### src/rtl/ce_strobe_pkg.sv
// Shared types and constants for the ce_strobe_gen trigger-to-strobe block.
package ce_strobe_pkg;

   typedef enum logic {
      ST_IDLE = 1'b0,
      ST_RUN  = 1'b1
   } fsm_state_t;

   localparam int SYNC_STAGES = 2;

   // Bitwise 2-of-3 majority used by the triple-redundant build.
   function automatic logic maj3(input logic a, input logic b, input logic c);
      return (a & b) | (a & c) | (b & c);
   endfunction

endpackage

### src/rtl/vote.sv
// Bitwise 2-of-3 majority voter; only built when CE_STROBE_TMR_EN is defined.
`ifdef CE_STROBE_TMR_EN
module vote
   import ce_strobe_pkg::*;
#(
   parameter int Width = 1
) (
   input  logic [Width-1:0] in_a,
   input  logic [Width-1:0] in_b,
   input  logic [Width-1:0] in_c,
   output logic [Width-1:0] voted
);

   // Majority per bit.
   always_comb begin
      voted = '0;
      for (int i = 0; i < Width; i++) begin
         voted[i] = maj3(in_a[i], in_b[i], in_c[i]);
      end
   end

endmodule
`endif

### src/rtl/ce_strobe_gen.sv
// Trigger level to programmable burst of single-cycle CE strobes.
// Define CE_STROBE_TMR_EN for the triple-redundant register build with voted state.
module ce_strobe_gen
   import ce_strobe_pkg::*;
#(
   parameter int PRESCALE_W = 8,
   parameter int BURST_W    = 4
) (
   input  logic                  CLK,
   input  logic                  RST_B,
   input  logic                  EN,
   input  logic                  TRIG_IN,
   input  logic [PRESCALE_W-1:0] PRESCALE,
   input  logic [BURST_W-1:0]    BURST_LEN,
   input  logic                  CLR_OVR,
   output logic                  CE,
   output logic                  BUSY,
   output logic                  OVERRUN
);

   typedef struct packed {
      fsm_state_t            state;
      logic                  cont;
      logic                  ce;
      logic                  busy;
      logic                  ovr;
      logic                  edge_ff;
      logic                  sync_last;
      logic [PRESCALE_W-1:0] pcnt;
      logic [PRESCALE_W-1:0] reload;
      logic [BURST_W-1:0]    bcnt;
   } regs_t;

   localparam logic [PRESCALE_W-1:0] PCNT_ONE = PRESCALE_W'(1);
   localparam logic [BURST_W-1:0]    BCNT_ONE = BURST_W'(1);

   logic [SYNC_STAGES-2:0] sync_front_r;
   regs_t                  cur_s;
   regs_t                  nxt_s;
   logic                   trig_pulse_s;

   // Front synchronizer stages; never triplicated.
   always_ff @(posedge CLK or negedge RST_B) begin
      if (!RST_B) begin
         sync_front_r <= '0;
      end else begin
         sync_front_r[0] <= TRIG_IN;
         for (int i = 1; i < SYNC_STAGES - 1; i++) begin
            sync_front_r[i] <= sync_front_r[i-1];
         end
      end
   end

   // Next-state logic, always evaluated from the (voted) current state.
   always_comb begin
      nxt_s           = cur_s;
      trig_pulse_s    = cur_s.sync_last & ~cur_s.edge_ff;
      nxt_s.sync_last = sync_front_r[SYNC_STAGES-2];
      nxt_s.edge_ff   = cur_s.sync_last;
      nxt_s.ce        = 1'b0;

      // A set in the same cycle as a clear takes priority.
      if (trig_pulse_s && EN && (cur_s.state == ST_RUN)) begin
         nxt_s.ovr = 1'b1;
      end else if (CLR_OVR) begin
         nxt_s.ovr = 1'b0;
      end else begin
         nxt_s.ovr = cur_s.ovr;
      end

      case (cur_s.state)
         ST_IDLE: begin
            if (trig_pulse_s && EN) begin
               nxt_s.state  = ST_RUN;
               nxt_s.busy   = 1'b1;
               nxt_s.reload = PRESCALE;
               nxt_s.pcnt   = PRESCALE;
               nxt_s.bcnt   = BURST_LEN;
               nxt_s.cont   = (BURST_LEN == {BURST_W{1'b0}});
            end else begin
               nxt_s.busy = 1'b0;
            end
         end
         ST_RUN: begin
            if (!EN) begin
               nxt_s.state = ST_IDLE;
               nxt_s.busy  = 1'b0;
            end else if (cur_s.pcnt != {PRESCALE_W{1'b0}}) begin
               nxt_s.pcnt = cur_s.pcnt - PCNT_ONE;
            end else begin
               nxt_s.ce   = 1'b1;
               nxt_s.pcnt = cur_s.reload;
               if (!cur_s.cont && (cur_s.bcnt != {BURST_W{1'b0}})) begin
                  nxt_s.bcnt = cur_s.bcnt - BCNT_ONE;
               end else begin
                  nxt_s.bcnt = cur_s.bcnt;
               end
               // Final strobe of a counted burst: leave RUN on the same edge.
               if (!cur_s.cont && (cur_s.bcnt == BCNT_ONE)) begin
                  nxt_s.state = ST_IDLE;
                  nxt_s.busy  = 1'b0;
               end else begin
                  nxt_s.state = ST_RUN;
               end
            end
         end
         default: begin
            nxt_s.state = ST_IDLE;
            nxt_s.busy  = 1'b0;
         end
      endcase
   end

`ifdef CE_STROBE_TMR_EN
   (* syn_preserve = 1 *) regs_t copy_r [3];

   logic [6:0]            ctrl_v_s;
   logic [PRESCALE_W-1:0] pcnt_v_s;
   logic [PRESCALE_W-1:0] reload_v_s;
   logic [BURST_W-1:0]    bcnt_v_s;

   function automatic logic [6:0] ctrl_of(input regs_t r);
      return {r.state, r.cont, r.ce, r.busy, r.ovr, r.edge_ff, r.sync_last};
   endfunction

   // Three identical copies all load the same next state.
   always_ff @(posedge CLK or negedge RST_B) begin
      if (!RST_B) begin
         for (int i = 0; i < 3; i++) begin
            copy_r[i] <= '0;
         end
      end else begin
         for (int i = 0; i < 3; i++) begin
            copy_r[i] <= nxt_s;
         end
      end
   end

   vote #(.Width(7)) u_vote_ctrl (
      .in_a (ctrl_of(copy_r[0])),
      .in_b (ctrl_of(copy_r[1])),
      .in_c (ctrl_of(copy_r[2])),
      .voted(ctrl_v_s)
   );

   vote #(.Width(PRESCALE_W)) u_vote_pcnt (
      .in_a (copy_r[0].pcnt),
      .in_b (copy_r[1].pcnt),
      .in_c (copy_r[2].pcnt),
      .voted(pcnt_v_s)
   );

   vote #(.Width(PRESCALE_W)) u_vote_reload (
      .in_a (copy_r[0].reload),
      .in_b (copy_r[1].reload),
      .in_c (copy_r[2].reload),
      .voted(reload_v_s)
   );

   vote #(.Width(BURST_W)) u_vote_bcnt (
      .in_a (copy_r[0].bcnt),
      .in_b (copy_r[1].bcnt),
      .in_c (copy_r[2].bcnt),
      .voted(bcnt_v_s)
   );

   // Reassemble the voted state for next-state logic and outputs.
   always_comb begin
      cur_s           = '0;
      cur_s.state     = fsm_state_t'(ctrl_v_s[6]);
      cur_s.cont      = ctrl_v_s[5];
      cur_s.ce        = ctrl_v_s[4];
      cur_s.busy      = ctrl_v_s[3];
      cur_s.ovr       = ctrl_v_s[2];
      cur_s.edge_ff   = ctrl_v_s[1];
      cur_s.sync_last = ctrl_v_s[0];
      cur_s.pcnt      = pcnt_v_s;
      cur_s.reload    = reload_v_s;
      cur_s.bcnt      = bcnt_v_s;
   end
`else
   regs_t state_r;

   // Single copy of all control state.
   always_ff @(posedge CLK or negedge RST_B) begin
      if (!RST_B) begin
         state_r <= '0;
      end else begin
         state_r <= nxt_s;
      end
   end

   assign cur_s = state_r;
`endif

   assign CE      = cur_s.ce;
   assign BUSY    = cur_s.busy;
   assign OVERRUN = cur_s.ovr;

endmodule

### config.mk
export PLATFORM = sky130hd
export DESIGN_NAME = ce_strobe_gen
export DESIGN_NICKNAME = d
export VERILOG_FILES = /design/src/rtl/ce_strobe_pkg.sv /design/src/rtl/vote.sv /design/src/rtl/ce_strobe_gen.sv
export SDC_FILE = /design/constraint.sdc
export NUM_CORES = 1
export LEC_CHECK = 0
export CAP_MARGIN = 20
export CORE_MARGIN = 2
export CORE_UTILIZATION = 25
export CTS_BUF_LIST = sky130_fd_sc_hd__clkbuf_4 sky130_fd_sc_hd__clkbuf_8
export CTS_CLUSTER_SIZE = 14
export DETAILED_ROUTE_END_ITERATION = 8
export PLACE_DENSITY_LB_ADDON = 0.15
export REMOVE_ABC_BUFFERS = 1
export SYNTH_ARGS = -nofsm -noshare
export SYNTH_HDL_FRONTEND = slang
export SYNTH_HIERARCHICAL = 1
export SYNTH_SLANG_ARGS = --single-unit
### constraint.sdc
create_clock -name CLK -period 2.4 [get_ports CLK]
set_input_delay 0.6 -clock CLK [delete_from_list [all_inputs] [get_ports CLK]]
set_output_delay 0.6 -clock CLK [all_outputs]
set_load 0.02 [all_outputs]
==> impl_metrics.env <==
export IMPL_leakagePower_uw=0.000796
export IMPL_ant_nets=0
export IMPL_cp_arrival_ns=2.35
export IMPL_grt_max_degree=29
export IMPL_ios=20
export IMPL_wl_met3_um=74
export IMPL_powerDensity_nw_per_um2=734
export IMPL_start_util=0.257
export IMPL_hold_viol_final=0
export IMPL_viasPerCell=4.92
export IMPL_crit_type="flop to flop"
export IMPL_core_area_um2=5920
export IMPL_avgSynthCellArea_um2=9.40
export IMPL_rows=28
export IMPL_seq_area_frac_synth=0.460
export IMPL_top_layer="met4"
export IMPL_slew_violations=0
export IMPL_dp_slack_ns=0.162
export IMPL_synth_ff_type="dfrtp_1"
export IMPL_cts_tree="built"
export IMPL_antenna_found_initial=0
export IMPL_async_flop_share=1.00
export IMPL_netlist_instances=162
export IMPL_routabilityCongestion=0.779
export IMPL_synth_top_family_by_area="simple AND/OR/NAND/NOR gates"
export IMPL_post_route_period_util=0.906
export IMPL_port_buffer_count=19
export IMPL_peakVddDrop_uv=210
export IMPL_fp_dieW_um=82.0
export IMPL_overflow=0
export IMPL_first_pass_iters=4
export IMPL_cts_resized_gates=0
export IMPL_worstHoldPathType="flop to flop"
export IMPL_htreeDepth=1
export IMPL_post_cts_buffers=0
export IMPL_postCtsHoldBufs=0
export IMPL_startpoint_type="flop"
export IMPL_crit_slowest_cell="or4b_1"
export IMPL_yosys_warnings=6
export IMPL_drc_errors=0
export IMPL_dieArea_um2=6730
export IMPL_cpPeakStageDelay_ns=0.55
export IMPL_area_growth_pct=23.3
export IMPL_outcome="finished, final reports clean"
export IMPL_fin_crit_ns=2.17
export IMPL_fin_ws_ns=0.225
export IMPL_finalSetupTns_ns=0
export IMPL_wl_met1_um=1830
export IMPL_worstMarginPinSlew_ns=0.602
export IMPL_synthXorXnorAreaFrac=0.0115
export IMPL_grt_pass1_wl_um=6550
export IMPL_synthesis_area_um2=1520
export IMPL_cts_clk_slew_worst_paths_ns=0.10
export IMPL_dr_total_vias=1274
export IMPL_layout_common_cells="nand2_1 (34), dfrtp_1 (28), clkdlybuf4s50_1 (19)"
export IMPL_wire_per_inst_um=14.6
export IMPL_max_freq_mhz=460
export IMPL_crit_chain="inv_1, ha_1, or4b_1, nor4_1, a32oi_1, o311a_1"
export IMPL_final_nets=206
export IMPL_synthAdderAreaFrac=0.0329
export IMPL_drt_iter0_drc=103
export IMPL_cap_violations=0
export IMPL_die_height_um=82.0
export IMPL_worstPathMaxFanout=4
export IMPL_clock_path_buffers=2
export IMPL_cts_buffers=3
export IMPL_clock_latency_ns=0.28
export IMPL_drt_wl_total_um=3790
export IMPL_synth_distinct_cells=47
export IMPL_synth_simple_gate_area_share=0.228
export IMPL_antenna_cells=0
export IMPL_grtUsageTotal=0.127
export IMPL_cts_sinks=28
export IMPL_final_common_cell="nand2_1"
export IMPL_drive_gt1_frac=0.0924
export IMPL_rsz0062_at_grt="no"
export IMPL_cts_root_buf="clkbuf_8"
export IMPL_grt_pass1_vias=1344
export IMPL_slew_limit_headroom=0.596
export IMPL_fin_worst_skew_ns=0.00412
export IMPL_required_ns=2.57
export IMPL_synth_compound_area_frac=0.199
export IMPL_synth_enable_flop_cells=0
export IMPL_end_kind="flop"
export IMPL_synth_seq_cells=28
export IMPL_finalSetupViolCount=0
export IMPL_dp_hpwl_um=2840
export IMPL_wl_met2_um=1850
export IMPL_muxShareOfSynthArea=0.0263
==> cells by family after synthesis <==
family,Yosys count
AOI/OAI and AO/OA,41
muxes,4
buffers and inverters,15
xor gates and xnor gates,2
and+or+nand+nor,68
DFF,28
adders and majority gates,4
==> critical path: cells and delay by family (launching register included) <==
| kind | cells | cell delay, ns |
|---|---|---|
| compound gates | 2 | 0.31 |
| fa+ha+maj | 1 | 0.21 |
| buf+inv | 1 | 0.13 |
| flops | 1 | 0.42 |
| simple gates | 2 | 1.00 |
==> Yosys cell counts (2+ instances only) <==
cell type | count | area (um2)
ha_1 | 4 | 50.1
or4_1 | 2 | 15.0
a2bb2oi_1 | 2 | 17.5
o21ai_0 | 7 | 35.0
inv_1 | 8 | 30.0
nor2b_1 | 2 | 12.5
o21ai_1 | 3 | 15.0
or2_2 | 2 | 12.5
nand3_1 | 2 | 10.0
dfrtp_1 | 28 | 701
mux2i_1 | 4 | 40.0
nor2_1 | 8 | 30.0
a21oi_1 | 5 | 25.0
nand2_1 | 34 | 128
xor2_1 | 2 | 17.5
o211ai_1 | 4 | 30.0
clkbuf_1 | 5 | 18.8
o22ai_1 | 4 | 25.0
nor3_1 | 3 | 15.0
nor4_1 | 3 | 18.8
a31oi_1 | 2 | 12.5
or3_1 | 3 | 18.8
==> report_power, final <==
| group | switching [uW] | internal (uW) | leakage [uW] |
|---|---|---|---|
| combinational | 221 | 197 | 0.000417 |
| clock | 152 | 147 | 0.0000288 |
| sequential | 103 | 558 | 0.000350 |
==> registers in the layout, summed over array words and instances, names as in the netlist <==
signal and flops:
BUSY 1, CE 1, OVERRUN 1, cur_s 24, sync_front_r 1
==> final timing paths <==
check,slack (ns),start,end,cells past startpoint
max,0.23,cur_s[12],cur_s[3],6
min,0.36,sync_front_r,cur_s[20],0
min reg2reg,0.36,sync_front_r,cur_s[20],0
min in group asynchronous,0.70,RST_B,cur_s[6],2
max reg2reg,0.23,cur_s[12],cur_s[3],6
max in group asynchronous,1.42,RST_B,cur_s[8],2
==> layout make-up <==
cell class	instances	area, um2
clock buffer	4	55.1
fill	613	4040
inverter	8	30.0
multi-input combinational	119	763
sequential	28	701
tap	75	93.8
timing repair buffer	25	235
==> metal layers <==
| layer | vias up | global-route usage |
|---|---|---|
| li1 | 632 | - |
| met4 | 0 | 0.0550 |
| met5 | - | 0 |
| met3 | 4 | 0.0198 |
| met2 | 18 | 0.203 |
| met1 | 620 | 0.170 |
==> metrics by stage <==
| step | cell area (um2) | hold WS (ns) | cells | utilization | total power [uW] |
|---|---|---|---|---|---|
| finish | 1880 | 0.362 | 259 | 0.317 | 1380 |
| global route | 1880 | 0.381 | 259 | 0.317 | 1470 |
| CTS | 1880 | 0.366 | 259 | 0.317 | 1400 |
| detailed placement | 1820 | 0.342 | 255 | 0.308 | 1090 |
| global placement | 1820 | 0.335 | 255 | 0.308 | 1080 |
| floorplan | 1490 | 0.304 | 155 | - | 939 |
Note: power is estimated with default switching activity, not from simulation.
